[src/rtl/regfile_wb_arbiter_pkg.sv]
// Shared widths and constants for the regfile writeback arbiter.
package regfile_wb_arbiter_pkg;

   localparam int unsigned RegAddrBusW = 5;
   localparam int unsigned RegBusW     = 32;

   localparam logic [RegBusW-1:0]     ZeroWord = '0;
   localparam logic [RegAddrBusW-1:0] RegZero  = '0;
   localparam logic                   Enable   = 1'b1;
   localparam logic                   Disable  = 1'b0;

endpackage

[src/rtl/wb_result_fifo.sv]
// Small circular FIFO buffering long-latency results as {addr, data} entries.
// WB_PEND_QUERY_EN exposes the storage, read pointer and count for pending-result lookups.
module wb_result_fifo
   import regfile_wb_arbiter_pkg::*;
#(
   parameter int unsigned DEPTH = 4,
   parameter int unsigned W     = RegAddrBusW + RegBusW,
   localparam int unsigned PW   = $clog2(DEPTH)
) (
   input  logic             clk,
   input  logic             rst,
   input  logic             push,
   input  logic             pop,
   input  logic [W-1:0]     din,
   output logic [W-1:0]     dout,
   output logic             full,
   output logic             empty,
   output logic [PW:0]      count_next
`ifdef WB_PEND_QUERY_EN
   ,
   output logic [PW:0]      count,
   output logic [PW-1:0]    rd_pos,
   output logic [DEPTH*W-1:0] entries
`endif
);

   localparam logic [PW:0] CntOne  = (PW+1)'(1);
   localparam logic [PW:0] CntFull = (PW+1)'(DEPTH);

   logic [W-1:0]  mem [DEPTH];
   logic [PW-1:0] wr_ptr, rd_ptr;
   logic [PW:0]   cnt;

   always_comb begin
      count_next = cnt;
      unique case ({push, pop})
         2'b10:   count_next = cnt + CntOne;
         2'b01:   count_next = cnt - CntOne;
         default: ;
      endcase
   end

   always_ff @(posedge clk or negedge rst) begin
      if (!rst) begin
         wr_ptr <= '0;
         rd_ptr <= '0;
         cnt    <= '0;
      end else begin
         if (push) wr_ptr <= wr_ptr + PW'(1);
         if (pop)  rd_ptr <= rd_ptr + PW'(1);
         cnt <= count_next;
      end
   end

   // Storage needs no reset: entries are only visible through cnt.
   always_ff @(posedge clk) begin
      if (push) mem[wr_ptr] <= din;
   end

   assign dout  = mem[rd_ptr];
   assign full  = (cnt == CntFull);
   assign empty = (cnt == '0);

`ifdef WB_PEND_QUERY_EN
   assign count  = cnt;
   assign rd_pos = rd_ptr;
   always_comb begin
      entries = '0;
      for (int i = 0; i < int'(DEPTH); i++) entries[i*W +: W] = mem[i];
   end
`endif

endmodule

[src/rtl/regfile_wb_arbiter.sv]
// Regfile write-port arbiter: pipeline writes win, long-latency results queue and drain in idle slots.
// Define WB_PEND_QUERY_EN to add two combinational pending-result query ports.
module regfile_wb_arbiter
   import regfile_wb_arbiter_pkg::*;
#(
   parameter int unsigned DEPTH = 4,
   parameter int unsigned AW    = RegAddrBusW,
   parameter int unsigned DW    = RegBusW
) (
   input  logic          clk,
   input  logic          rst,
   input  logic          pipe_we,
   input  logic [AW-1:0] pipe_waddr,
   input  logic [DW-1:0] pipe_wdata,
   input  logic          lu_valid,
   input  logic [AW-1:0] lu_waddr,
   input  logic [DW-1:0] lu_wdata,
   output logic          lu_ready,
   output logic          stall_req,
`ifdef WB_PEND_QUERY_EN
   input  logic [AW-1:0] q1_addr,
   input  logic [AW-1:0] q2_addr,
   output logic          q1_hit,
   output logic          q2_hit,
   output logic [DW-1:0] q1_data,
   output logic [DW-1:0] q2_data,
`endif
   output logic [AW-1:0] rw,
   output logic [DW-1:0] wdata,
   output logic          we
);

   localparam int unsigned PW = $clog2(DEPTH);
   localparam int unsigned W  = AW + DW;

   logic          pipe_ok, lu_ok, push, pop, bypass, full, empty;
   logic [W-1:0]  head;
   logic [PW:0]   count_next;
   logic          we_d, we_q, stall_q;
   logic [AW-1:0] rw_d, rw_q;
   logic [DW-1:0] wdata_d, wdata_q;

`ifdef WB_PEND_QUERY_EN
   logic [PW:0]       count;
   logic [PW-1:0]     rd_pos;
   logic [DEPTH*W-1:0] entries;
`endif

   wb_result_fifo #(
      .DEPTH (DEPTH),
      .W     (W)
   ) u_fifo (
      .clk        (clk),
      .rst        (rst),
      .push       (push),
      .pop        (pop),
      .din        ({lu_waddr, lu_wdata}),
      .dout       (head),
      .full       (full),
      .empty      (empty),
`ifdef WB_PEND_QUERY_EN
      .count      (count),
      .rd_pos     (rd_pos),
      .entries    (entries),
`endif
      .count_next (count_next)
   );

   assign lu_ready = ~full;

   // Register-0 writes never claim a slot; an lu result to r0 still handshakes but is dropped.
   always_comb begin
      pipe_ok = pipe_we && (pipe_waddr != '0);
      lu_ok   = lu_valid && (lu_waddr != '0);
      pop     = !pipe_ok && !empty;
      bypass  = !pipe_ok && empty && lu_ok;
      push    = lu_ok && !full && !bypass;

      we_d    = Disable;
      rw_d    = rw_q;
      wdata_d = wdata_q;
      if (pipe_ok) begin
         we_d    = Enable;
         rw_d    = pipe_waddr;
         wdata_d = pipe_wdata;
      end else if (pop) begin
         we_d    = Enable;
         rw_d    = head[W-1:DW];
         wdata_d = head[DW-1:0];
      end else if (bypass) begin
         we_d    = Enable;
         rw_d    = lu_waddr;
         wdata_d = lu_wdata;
      end
   end

   always_ff @(posedge clk or negedge rst) begin
      if (!rst) begin
         we_q    <= Disable;
         rw_q    <= '0;
         wdata_q <= '0;
         stall_q <= Disable;
      end else begin
         we_q    <= we_d;
         rw_q    <= rw_d;
         wdata_q <= wdata_d;
         stall_q <= (count_next == (PW+1)'(DEPTH));
      end
   end

   assign we        = we_q;
   assign rw        = rw_q;
   assign wdata     = wdata_q;
   assign stall_req = stall_q;

`ifdef WB_PEND_QUERY_EN
   // Scan oldest to youngest so the youngest match overrides; output register is oldest of all.
   function automatic logic [DW:0] lookup(input logic [AW-1:0] a);
      logic [DW:0]   res;
      logic [PW-1:0] idx;
      res = '0;
      if (a != '0) begin
         if (we_q && (rw_q == a)) res = {1'b1, wdata_q};
         for (int k = 0; k < int'(DEPTH); k++) begin
            idx = rd_pos + PW'(k);
            if (((PW+1)'(k) < count) && (entries[int'(idx)*W + DW +: AW] == a))
               res = {1'b1, entries[int'(idx)*W +: DW]};
         end
      end
      return res;
   endfunction

   assign {q1_hit, q1_data} = lookup(q1_addr);
   assign {q2_hit, q2_data} = lookup(q2_addr);
`endif

endmodule

[config.mk]
export PLATFORM = sky130hd
export DESIGN_NAME = regfile_wb_arbiter
export DESIGN_NICKNAME = d
export VERILOG_FILES = /design/src/rtl/regfile_wb_arbiter_pkg.sv /design/src/rtl/wb_result_fifo.sv /design/src/rtl/regfile_wb_arbiter.sv
export SDC_FILE = /design/constraint.sdc
export NUM_CORES = 1
export LEC_CHECK = 0
export ABC_AREA = 1
export CAP_MARGIN = 10
export CORE_MARGIN = 2
export CORE_UTILIZATION = 55
export DETAILED_ROUTE_END_ITERATION = 7
export PLACE_DENSITY = 0.8
export SYNTH_ARGS = -nofsm -noshare
export SYNTH_HDL_FRONTEND = slang
export SYNTH_SLANG_ARGS = --single-unit
[constraint.sdc]
create_clock -name clk -period 3.5 [get_ports clk]
set_clock_uncertainty 0.1 [all_clocks]
set_input_delay 0.35 -clock clk [delete_from_list [all_inputs] [get_ports clk]]
set_output_delay 0.35 -clock clk [all_outputs]
set_load 0.005 [all_outputs]
Word level (Yosys, flattened, before mapping)

Memory sizes are Yosys's and may differ from the RTL's.
Cells that the tools add are included.
W data, S select, Z words.

$lt $le $gt $ge: 0
Equal/unequal tests: 4
Muxes and demuxes: 12
$mul: 0
Add/subtract/negate cells: 4
Div/mod/pow operators: 0
Shifts and indexed selects: 0
Bitwise gates (word level): 1
Reduce and logical (&&, ||, !) cells: 15

Operator list:

| operator              | number |
|---|---|
| $mux W32              | 3 |
| $mux W5               | 3 |
| $reduce_bool A5 Y1    | 2 |
| $logic_and A1 B1 Y1   | 7 |
| $eq A3 B3 Y1 const B  | 2 |
| $pmux W3 S2           | 1 |
| $mux W1               | 5 |
| $add A2 B1 Y2 const B | 2 |
| $logic_not A1 Y1      | 4 |
| $add A3 B1 Y3 const B | 1 |
| $logic_not A3 Y1      | 1 |
| $reduce_bool A3 Y1    | 1 |
| $sub A3 B1 Y3 const B | 1 |
| $eq A2 B1 Y1 const B  | 1 |
| $eq A2 B2 Y1 const B  | 1 |
| $not A1 Y1            | 1 |

Output and inout port bits: 40
Memories kept: 1
Bits in registers: 46
Memory bits (read-only): 0
Memory bits (writable): 148
Latch bits: 0
Input port bits: 78

Memory list:

| memory     | depth | bits a word | rd ports | clocked after Yosys merged registers in | wr ports | line                 | RTL |
|---|---|---|---|---|---|---|---|
| u_fifo.mem | 4     | 37          | 1        | 0                                       | 1        | wb_result_fifo.sv:30 | `logic [W-1:0] mem [DEPTH];` |

Logic depth before layout (Yosys ltp)

Gate-level depths: netlist of run 1.

Depth in word-level cells: 10
Mapped depth: 13
Depth with buffers taken out: 12

Modules after synthesis

From an unflattened synthesis of run 1, not the netlist that was laid out.

Cell total of the unflattened synthesis: 890
Area total of the unflattened synthesis: 8978.6 µm²

Modules (own cells, without submodules):

| module             | times used | cells an instance | area an instance (µm²) |
|---|---|---|---|
| wb_result_fifo     | 1          | 481               | 6374.9 |
| regfile_wb_arbiter | 1          | 409               | 2603.7 |

Least setup slack after synthesis of run 1

Ideal clock, no wire load.

Path kind: flip-flop to flip-flop
From: register u_fifo.cnt[0]
To: memory u_fifo.mem[0][0] (netlist bit), enable pin
Cell stages (with the launch flop): 8
Setup slack: 0.472 ns
Required time: 2.969 ns
Arrival: 2.497 ns
Path through: dfrtp_1 -> nor2_2 -> nand2_2 -> inv_2 -> buf_6 -> nand2_1 -> nand2_2 -> nor2_1

Cells in the longest elaborated chain, start to end: 7

Ends and longest elaborated chain:

| item                              | line                     | RTL |
|---|---|---|
| start, declared                   | wb_result_fifo.sv:32     | `logic [PW:0] cnt;` |
| start signal, assigned            | wb_result_fifo.sv:51     | `cnt <= count_next;` |
| $logic_not A3 Y1                  | wb_result_fifo.sv:62     | `assign empty = (cnt == '0);` |
| $logic_and A1 B1 Y1 (2 in a row)  | regfile_wb_arbiter.sv:76 | `bypass = !pipe_ok && empty && lu_ok;` |
| $logic_not A1 Y1                  | regfile_wb_arbiter.sv:77 | `push = lu_ok && !full && !bypass;` |
| $logic_and A1 B1 Y1 (*)           | regfile_wb_arbiter.sv:77 |  |
| $mux W1 (*)                       | wb_result_fifo.sv:57     | `if (push) mem[wr_ptr] <= din;` |
| $mux W1 (not written as such) (*) | wb_result_fifo.sv:57     |  |
| end, declared                     | wb_result_fifo.sv:30     |  |

Mark *: on every way between the ends. The rest lies on a longest branch, timed or not.

Worst setup path in the final report of run 1

From: input lu_waddr[3]
To: register stall_q, in the netlist stall_req

Cells in the longest elaborated chain, start to end: 8

Ends and longest elaborated chain:

| item                                         | line                      | RTL |
|---|---|---|
| start, declared                              | regfile_wb_arbiter.sv:16  | `input logic [AW-1:0] lu_waddr,` |
| $reduce_bool A5 Y1 (*)                       | regfile_wb_arbiter.sv:74  | `lu_ok = lu_valid && (lu_waddr != '0);` |
| $logic_and A1 B1 Y1 (*)                      | regfile_wb_arbiter.sv:74  |  |
| $logic_and A1 B1 Y1                          | regfile_wb_arbiter.sv:76  |  |
| $logic_not A1 Y1                             | regfile_wb_arbiter.sv:77  |  |
| $logic_and A1 B1 Y1 (*)                      | regfile_wb_arbiter.sv:77  |  |
| $eq A2 B1 Y1 or $eq A2 B2 Y1 (tied branches) | wb_result_fifo.sv:36      | `unique case ({push, pop})` |
| $pmux W3 S2 (*)                              | wb_result_fifo.sv:36      |  |
| net count_next[2]                            | regfile_wb_arbiter.sv:38  | `logic [PW:0] count_next;` |
| $eq A3 B3 Y1 (*)                             | regfile_wb_arbiter.sv:107 | `stall_q <= (count_next == (PW+1)'(DEPTH));` |
| end signal, assigned                         | regfile_wb_arbiter.sv:102 | `stall_q <= Disable;` |
| end signal, assigned                         | regfile_wb_arbiter.sv:107 |  |
| end, declared                                | regfile_wb_arbiter.sv:39  | `logic we_d, we_q, stall_q;` |

The timed path passes the listed nets; every way through them passes the cells marked *.
A chain may end at the register's enable or synchronous reset.

==> results of run 1 <==
-- per-stage QoR --
step,std cells,hold WS (ps),power [mW]
floorplan,965,-45.6,5.22
global placement,1266,262,6.31
detailed placement,1266,268,6.41
CTS,1299,338,8.30
global route,1299,357,8.79
finish,1299,315,8.29
-- logic make-up after synthesis --
logic type      share of synthesized area
simple gates                        0.260
compound gates                    0.00224
flops                               0.627
fa+ha+maj                         0.00925
buf+inv                            0.0987
xor+xnor                          0.00294
-- worst max path at each step --
stage | from | slack (ps) | to
after CTS | lu_waddr[3] | 720 | stall_req$_DFF_PN0_
after floorplan | u_fifo.cnt[0]$_DFF_PN0_ | 470 | u_fifo.mem[0][0]$_DFFE_PP_
after global placement | lu_waddr[3] | 470 | stall_req$_DFF_PN0_
after detailed placement | lu_waddr[3] | 330 | stall_req$_DFF_PN0_
final | lu_waddr[3] | 670 | stall_req$_DFF_PN0_
after global routing | lu_waddr[1] | 500 | stall_req$_DFF_PN0_
-- critical path, stage by stage --
cell             delay [ps]
clkdlybuf4s50_1         630
nor2_1                  110
nand3b_1                120
nand2_1                 100
a21oi_1                 250
nand2_2                 240
ha_1                    300
fa_1                    390
inv_1                    70
nand2_1                  50
nand3_1                  70
xor2_1                  190
nor3b_1                 200
-- timing repair --
action                                 in CTS  in global routing
endpoints found under the hold margin      19                  0
setup buffers                               0                  0
setup endpoints to repair                   0                  0
hold buffers                                1                  0
-- power by group through the flow --
stage	clock network (mW)	logic [mW]	registers (mW)
global placement	0	2.94	3.36
detailed placement	0	3.03	3.37
global route	2.00	3.40	3.40
floorplan	0	1.83	3.38
finish	1.89	3.06	3.34
CTS	1.89	3.07	3.34
-- cells in the final DEF (no fill, tap or decap), types with 3 or more instances in the layout --
master             n
clkdlybuf4s50_1  116
nand3_1          186
inv_6              4
dfrtp_1           44
inv_2              6
nor2_1             6
edfxtp_1         148
nand2_2            3
ha_1               5
inv_8              3
nor2_4             4
inv_1            152
buf_4             15
clkinv_4           3
o21ai_1            3
clkbuf_16         17
nand2_1          346
-- layout make-up --
type	instances	area, µm²	share of cell area
sequential	194	5600	0.516
multi-input combinational	563	2480	0.229
timing repair buffer	135	1330	0.122
inverter	159	598	0.0551
clock buffer	18	429	0.0395
tap	216	270	0.0249
clock inverter	14	145	0.0134
-- flip-flops by register name, indices dropped and copies added, names as in the netlist --
register,count
u_fifo.mem,148
wdata,32
rw,5
u_fifo.cnt,3
u_fifo.rd_ptr,2
u_fifo.wr_ptr,2
stall_req,1
we,1
-- metal layers --
layer	wire length (µm)	global-route usage	up-vias	share of wire
li1	-	-	3266	-
met1	8360	0.306	3180	0.40
met2	10400	0.430	288	0.50
met4	413	0.0990	0	0.020
met5	0	0	-	0
met3	1530	0.0521	43	0.074
==> results.ini, run 1 <==
[route]
drtIter0Drc=646
ant_nets=0
vias=6777
routed_wl_um=20700
dr.pass1.iters=5
drc=0
wl_per_cell_um=15.9
vias_per_cell=5.22

[clock_tree]
cts-root-buf=clkbuf_16
cts_buffers=17
post_cts_resized=0
cts_tree=yes
htreeDepth=4
cts.clk_slew.worst_paths_ps=70
insertion_delay_ps=440
cts_sinks=194
clock_path_buffers=2

[sta]
finalHoldViolCount=0
maxSlewViolCount=0
fmaxAchievable_mhz=353
slew_headroom=0.355
worst_pin_slew_ps=966
setup_slack_ps=670
finalSetupViolCount=0
rsz0062_at_grt=no
setup_tns_ps=0
fin_crit_sh=0.809
fin_crit_ps=2830

[place]
place_ws_ps=330
hpwl_um=12000
port-buffer-count=117
placed_cell_area_um2=10300
gp_congestion=0.801

[pwr]
clock_power_share=0.228
p_leak_nw=4.95
switchingPower_mw=3.00
swShare=0.362
vdd_drop_max_mv=0.523
p_int_mw=5.29
pwr-share-comb=0.369
seqPwrFrac=0.403
power_density_nw_per_um2=764

[logic_synthesis]
synth-seq-cells=194
yosysUniqueCellTypes=24
yosysWarnings=0
syn_area_um2=8930
synthArstFlopShare=0.237
synth_nets=1049
synth_area_per_cell_um2=9.25
yosysMostFrequentCell=nand2_1
yosys-top-cells-count=nand2_1, nand3_1, inv_1
ys_seq_area_frac=0.627
synth_top_flop_cell=edfxtp_1
synth_edf_count=148
yosysTopAreaCell=edfxtp_1
synthCells=965
netlist_top_cells_area=edfxtp_1, nand2_1, dfrtp_1, nand3_1, inv_1
yosys.area.top_type_share=0.498

[status]
status=complete, no violations

[global_route]
gr-total-overflow=0
track_usage=0.248
grt_pass1_vias=6677
grt_pass1_wl_um=33400
grt_start_max_net_pins=76
antenna_found_initial=0

[floorplan]
fp-row-count=46
chipWidth_um=131
start_util=0.562
dieArea_um2=17300
dieHeight_um=131
ioPinCount=118
core_um2=15900

[setup_path]
start_kind=input pin
rr_startpoint=u_fifo.cnt[0]$_DFF_PN0_
ff2ff_path_depth=10
path_class=input pin to flip-flop
worst_setup_path_end_kind=flip-flop
rr_endpoint=stall_req$_DFF_PN0_
worst_ep_arrival_time_ps=3080
worstPathMaxFanout=7
reg2reg_slack_ps=1000
crit_required_ps=3750

[final_layout]
fin_area_um2=10900
fill_cells=1184
drive_gt1_frac=0.0628
finalNetCount=1154
antennaDiodeCount=0
final_core_util=0.683
synthToLayoutAreaGrowth_pct=21.5

[flow_run]
maxCapViolCount=0

[hold_path]
hold_class=input pin to asynchronous set/reset pin

Note: power is estimated with default switching activity, not from simulation.
==> inputs of run 2 (changes only) <==
==> constraint.sdc (replaced) <==
create_clock -name clk -period 2.62 [get_ports clk]
set_clock_uncertainty 0.1 [all_clocks]
set_input_delay 0.262 -clock clk [delete_from_list [all_inputs] [get_ports clk]]
set_output_delay 0.262 -clock clk [all_outputs]
set_load 0.005 [all_outputs]
==> run 2 against run 1 <==
Compared with the run above: register-to-register slack got worse by 830 ps; sequential power is 34% higher; die area unchanged; count of clock-buffer cells in the layout grew 5; sequential share of layout area is 0.83 points lower; final cell count grew 0.92%; total power up 37%; non-clock buffer count rose by 12; first-iteration DRC count up 15%; critical path depth decreased by 2; wire length is 2.8% higher; critical path type is now flip-flop to flip-flop; critical endpoint unchanged; largest cell class unchanged.
==> results.ini, run 2 (same netlist as run 1, synthesis figures left out) <==
[flow_run]
maxCapViolCount=0

[hold_path]
hold_class=input pin to flip-flop

[route]
drtIter0Drc=745
wl_per_cell_um=16.2
routed_wl_um=21300
vias=6915
ant_nets=0
dr.pass1.iters=8
vias_per_cell=5.27
drc=0

[sta]
rsz0062_at_grt=no
fin_crit_ps=2450
finalHoldViolCount=0
finalSetupViolCount=0
fmaxAchievable_mhz=409
setup_tns_ps=0
fin_crit_sh=0.933
worst_pin_slew_ps=736
slew_headroom=0.509
maxSlewViolCount=0

[final_layout]
regArea_um2=5600
synthToLayoutAreaGrowth_pct=23.5
multi_input_area_um2=2480
largest_reg_flops=148
antennaDiodeCount=0
final_common_cell=nand2_1
final-instance-count-excl-fill=1311
drive_gt1_frac=0.0712
finalNetCount=1166
fill_cells=1144
layout_common_cells=nand2_1, nand3_1, inv_1, edfxtp_1, clkdlybuf4s50_1
largest_register=u_fifo.mem

[setup_path]
worst_setup_path_end_kind=flip-flop
cp_slowest_cell=dfrtp_1
ff2ff_path_depth=11
rr_startpoint=u_fifo.cnt[0]$_DFF_PN0_
path_class=flip-flop to flip-flop
rr_endpoint=stall_req$_DFF_PN0_
worstPathMaxFanout=4
cp_common_cell=nand2_1
crit_start=u_fifo.cnt[0]$_DFF_PN0_
worst_path_largest_cell_delay_ps=440
start_kind=flip-flop
reg2reg_slack_ps=170
endpoint=stall_req$_DFF_PN0_
crit_required_ps=2850
path_cells=nor2_2 -> nand2_2 -> nand2_1 -> inv_2 -> ha_1 -> fa_1 -> inv_1 -> nand2_1 -> nand3_1 -> xor2_1 -> nor3b_1
worst_ep_arrival_time_ps=2670

[floorplan]
core_um2=15900
start_util=0.562
dieHeight_um=131
dieArea_um2=17300
fp-row-count=46
ioPinCount=118
chipWidth_um=131

[global_route]
antenna_found_initial=0
track_usage=0.249
grt_pass1_vias=6547
gr-total-overflow=0
grt_start_max_net_pins=54
grt_pass1_wl_um=33400

[clock_tree]
cts-root-buf=clkbuf_16
cts_buffers=17
postCtsSetupBuffers=0
htreeDepth=4
insertion_delay_ps=440
post_cts_resized=0
clock_path_buffers=2
cts.clk_slew.worst_paths_ps=60
cts_tree=yes
cts_sinks=194

[place]
gp_congestion=0.788
place_inst=1278
port-buffer-count=117
hpwl_um=12700

[pwr]
power_density_nw_per_um2=1030
p_leak_nw=5.04
vdd_drop_max_mv=0.684

[status]
status=complete, no violations

==> run 2: area by class of cell <==
cell class,instances,share of cell area
flip-flops and latches,194,0.508
multi-input cells,563,0.225
repair buffers,147,0.134
inverters,159,0.0542
clock buffers,23,0.0452
well taps,216,0.0245
clock inverters,9,0.00919
==> run 2: repair_timing <==
item | 4_1_cts | 5_1_grt
hold buffers | 1 | 0
setup endpoints to repair | 0 | 0
hold endpoints to repair | 46 | 0
==> run 2: critical path: cells and delay by family, from the launching register on <==
kind,cells,cell delay [ps]
xor+xnor,1,210
fa+ha+maj,2,620
buf+inv,2,120
flops,1,440
simple gates,6,850
==> run 2: worst min-delay path by stage <==
stage,startpoint,cells after the start,slack [ps],to
3_3_place_gp,rst,2,310,wdata[16]$_DFFE_PN0P_
5_1_grt,lu_wdata[14],1,380,u_fifo.mem[0][14]$_DFFE_PP_
2_1_floorplan,rst,0,-130,rw[0]$_DFFE_PN0P_
6_report,pipe_wdata[10],5,350,wdata[10]$_DFFE_PN0P_
3_5_place_dp,rst,2,330,wdata[16]$_DFFE_PN0P_
4_1_cts,pipe_wdata[10],5,330,wdata[10]$_DFFE_PN0P_
==> run 2: metal layers <==
layer | track usage | vias up | routed length (µm)
met3 | 0.0525 | 40 | 1550
li1 | - | 3293 | -
met4 | 0.110 | 0 | 486
met5 | 0 | - | 0
met1 | 0.317 | 3282 | 8670
met2 | 0.414 | 300 | 10600
==> run 2: per-stage QoR <==
step	utilization	hold slack (ps)	total power [mW]	area [µm²]	setup WS, ps
6_report	0.694	346	11.3	11000	175
5_1_grt	0.694	381	12.0	11000	22.6
4_1_cts	0.694	335	11.4	11000	185
3_5_place_dp	0.656	325	8.73	10400	-257
3_3_place_gp	0.656	312	8.59	10400	15.0
2_1_floorplan	-	-134	6.97	8930	-408
==> run 2: report_power, final <==
group	total (mW)	switching, mW	internal, mW	leakage, nW
combinational	4.23	2.55	1.68	2.85
sequential	4.48	0.323	4.15	1.90
clock	2.61	1.08	1.53	0.291
total	11.3	3.96	7.36	5.04
==> inputs of run 3 (changes only) <==
==> constraint.sdc (replaced) <==
create_clock -name clk -period 2.65 [get_ports clk]
set_clock_uncertainty 0.1 [all_clocks]
set_input_delay 0.265 -clock clk [delete_from_list [all_inputs] [get_ports clk]]
set_output_delay 0.265 -clock clk [all_outputs]
set_load 0.005 [all_outputs]
==> run 3 against run 2 <==
Compared with the run above: total power shrank 3.5%; die area stayed put; utilization down 0.46 points; final cell count barely moved; first-iteration DRC count fell by 12%; sequential power down 1%; clock power decreased by 9.2%; combinational power fell by 2%; count of clock-buffer cells in the layout decreased by 1; wire length shrank 2.7%; critical path type unchanged; largest cell class unchanged.
==> results.ini, run 3 (same netlist as run 1, synthesis figures left out) <==
[final_layout]
layout_common_cells=nand2_1, nand3_1, inv_1, edfxtp_1, clkdlybuf4s50_1
antennaDiodeCount=0
largest_reg_flops=148
finalNetCount=1166
final_core_util=0.690
fin_area_um2=11000
final_common_cell=nand2_1
drive_gt1_frac=0.0686
largest_register=u_fifo.mem
synthToLayoutAreaGrowth_pct=22.7

[global_route]
gr-total-overflow=0
grt_pass1_vias=6731
grt_pass1_wl_um=33700
antenna_found_initial=0
track_usage=0.249
grt_start_max_net_pins=76

[flow_run]
maxCapViolCount=0

[clock_tree]
cts_buffers=17
htreeDepth=4
cts_sinks=194
clock_path_buffers=2
cts-root-buf=clkbuf_16
cts.clk_slew.worst_paths_ps=70
cts_tree=yes
insertion_delay_ps=430

[setup_path]
worst_setup_path_end_kind=flip-flop
start_kind=flip-flop
worst_ep_arrival_time_ps=2490
crit_required_ps=2890
cp_common_cell=nand2_1
path_cells=nor2_2 -> nand2_2 -> nand2_1 -> inv_2 -> ha_1 -> fa_1 -> inv_1 -> nand2_1 -> nand3_1 -> xor2_1 -> nor3b_1
cp_top_family=simple AND/OR/NAND/NOR gates
reg2reg_slack_ps=400
cp_slowest_cell=dfrtp_1
worstPathMaxFanout=3
path_buf_inv=2
path_class=flip-flop to flip-flop
worst_path_largest_cell_delay_ps=440

[floorplan]
ioPinCount=118
fp-row-count=46
chipWidth_um=131
core_um2=15900
dieHeight_um=131
start_util=0.562
dieArea_um2=17300

[sta]
fmaxAchievable_mhz=444
fin_crit_sh=0.849
worst_pin_slew_ps=843
rsz0062_at_grt=no
fin_crit_ps=2250
finalHoldViolCount=0
finalSetupViolCount=0
maxSlewViolCount=0
slew_headroom=0.438
setup_slack_ps=399

[hold_path]
hold_class=input pin to asynchronous set/reset pin

[route]
wl_per_cell_um=15.8
vias_per_cell=5.15
vias=6751
ant_nets=0
drc=0
wl_met1_um=8710
routed-wl-met3_um=1320
routed_wl_um=20700
highest_layer=met4
drtIter0Drc=659
dr.pass1.iters=5
dr_wl_met2_um=10400

[pwr]
p_leak_nw=5.00
power_density_nw_per_um2=997
vdd_drop_max_mv=0.714
total_power_mw=10.9

[place]
gp_congestion=0.798
hpwl_um=12500
place_ws_ps=1.48
placed_cell_area_um2=10400
port-buffer-count=117

[status]
status=complete, no violations

## run 3: cell count changes in the layout (fill, tap and decap cells not counted), sizes merged
cell,before,now
clkbuf,23,22
clkinv,5,7
inv,159,158
bufinv,2,1
## run 3: final timing paths
path	start	to	cells past startpoint
setup / recovery	u_fifo.cnt[0]$_DFF_PN0_	stall_req$_DFF_PN0_	11
hold / removal	rst	wdata[16]$_DFFE_PN0P_	2
max in group asynchronous	rst	u_fifo.rd_ptr[0]$_DFFE_PN0N_	3
hold reg to reg	wdata[23]$_DFFE_PN0P_	wdata[23]$_DFFE_PN0P_	2
setup reg to reg	u_fifo.cnt[0]$_DFF_PN0_	stall_req$_DFF_PN0_	11
min in group clk	pipe_wdata[10]	wdata[10]$_DFFE_PN0P_	5
## run 3: per-stage QoR
stage / hold slack (ps) / cells / TNS [ps]
after global routing: 253 / 1310 / 0
after global placement: 147 / 1278 / 0
after floorplan: -131 / 965 / -55970
after detailed placement: 156 / 1278 / 0
final: 224 / 1310 / 0
after CTS: 233 / 1310 / 0
## run 3: report_power, final
group	leakage [nW]	switching, mW	internal, mW	total (mW)
sequential	1.90	0.312	4.11	4.42
combinational	2.84	2.49	1.65	4.13
clock	0.258	1.06	1.31	2.37
total	5.00	3.86	7.06	10.9
## run 3: final cells by class
cell class	count	area [µm²]
clock inverters	9	85.1
multi-input cells	563	2480
clock buffers	22	454
inverters	159	598
fillers	1186	4930
well taps	216	270
repair buffers	147	1470
flip-flops and latches	194	5600
## run 3: routing by layer
metal,vias to the layer above,track usage
li1,3289,-
met1,3191,0.320
met2,249,0.425
met3,22,0.0394
met4,0,0.0996
met5,-,0
## run 3: timing repair
item / 4_1_cts / 5_1_grt
gates resized for setup: 0 / 0
setup buffers: 0 / 0
hold buffers: 1 / 0
endpoints found under the hold margin: 17 / 0
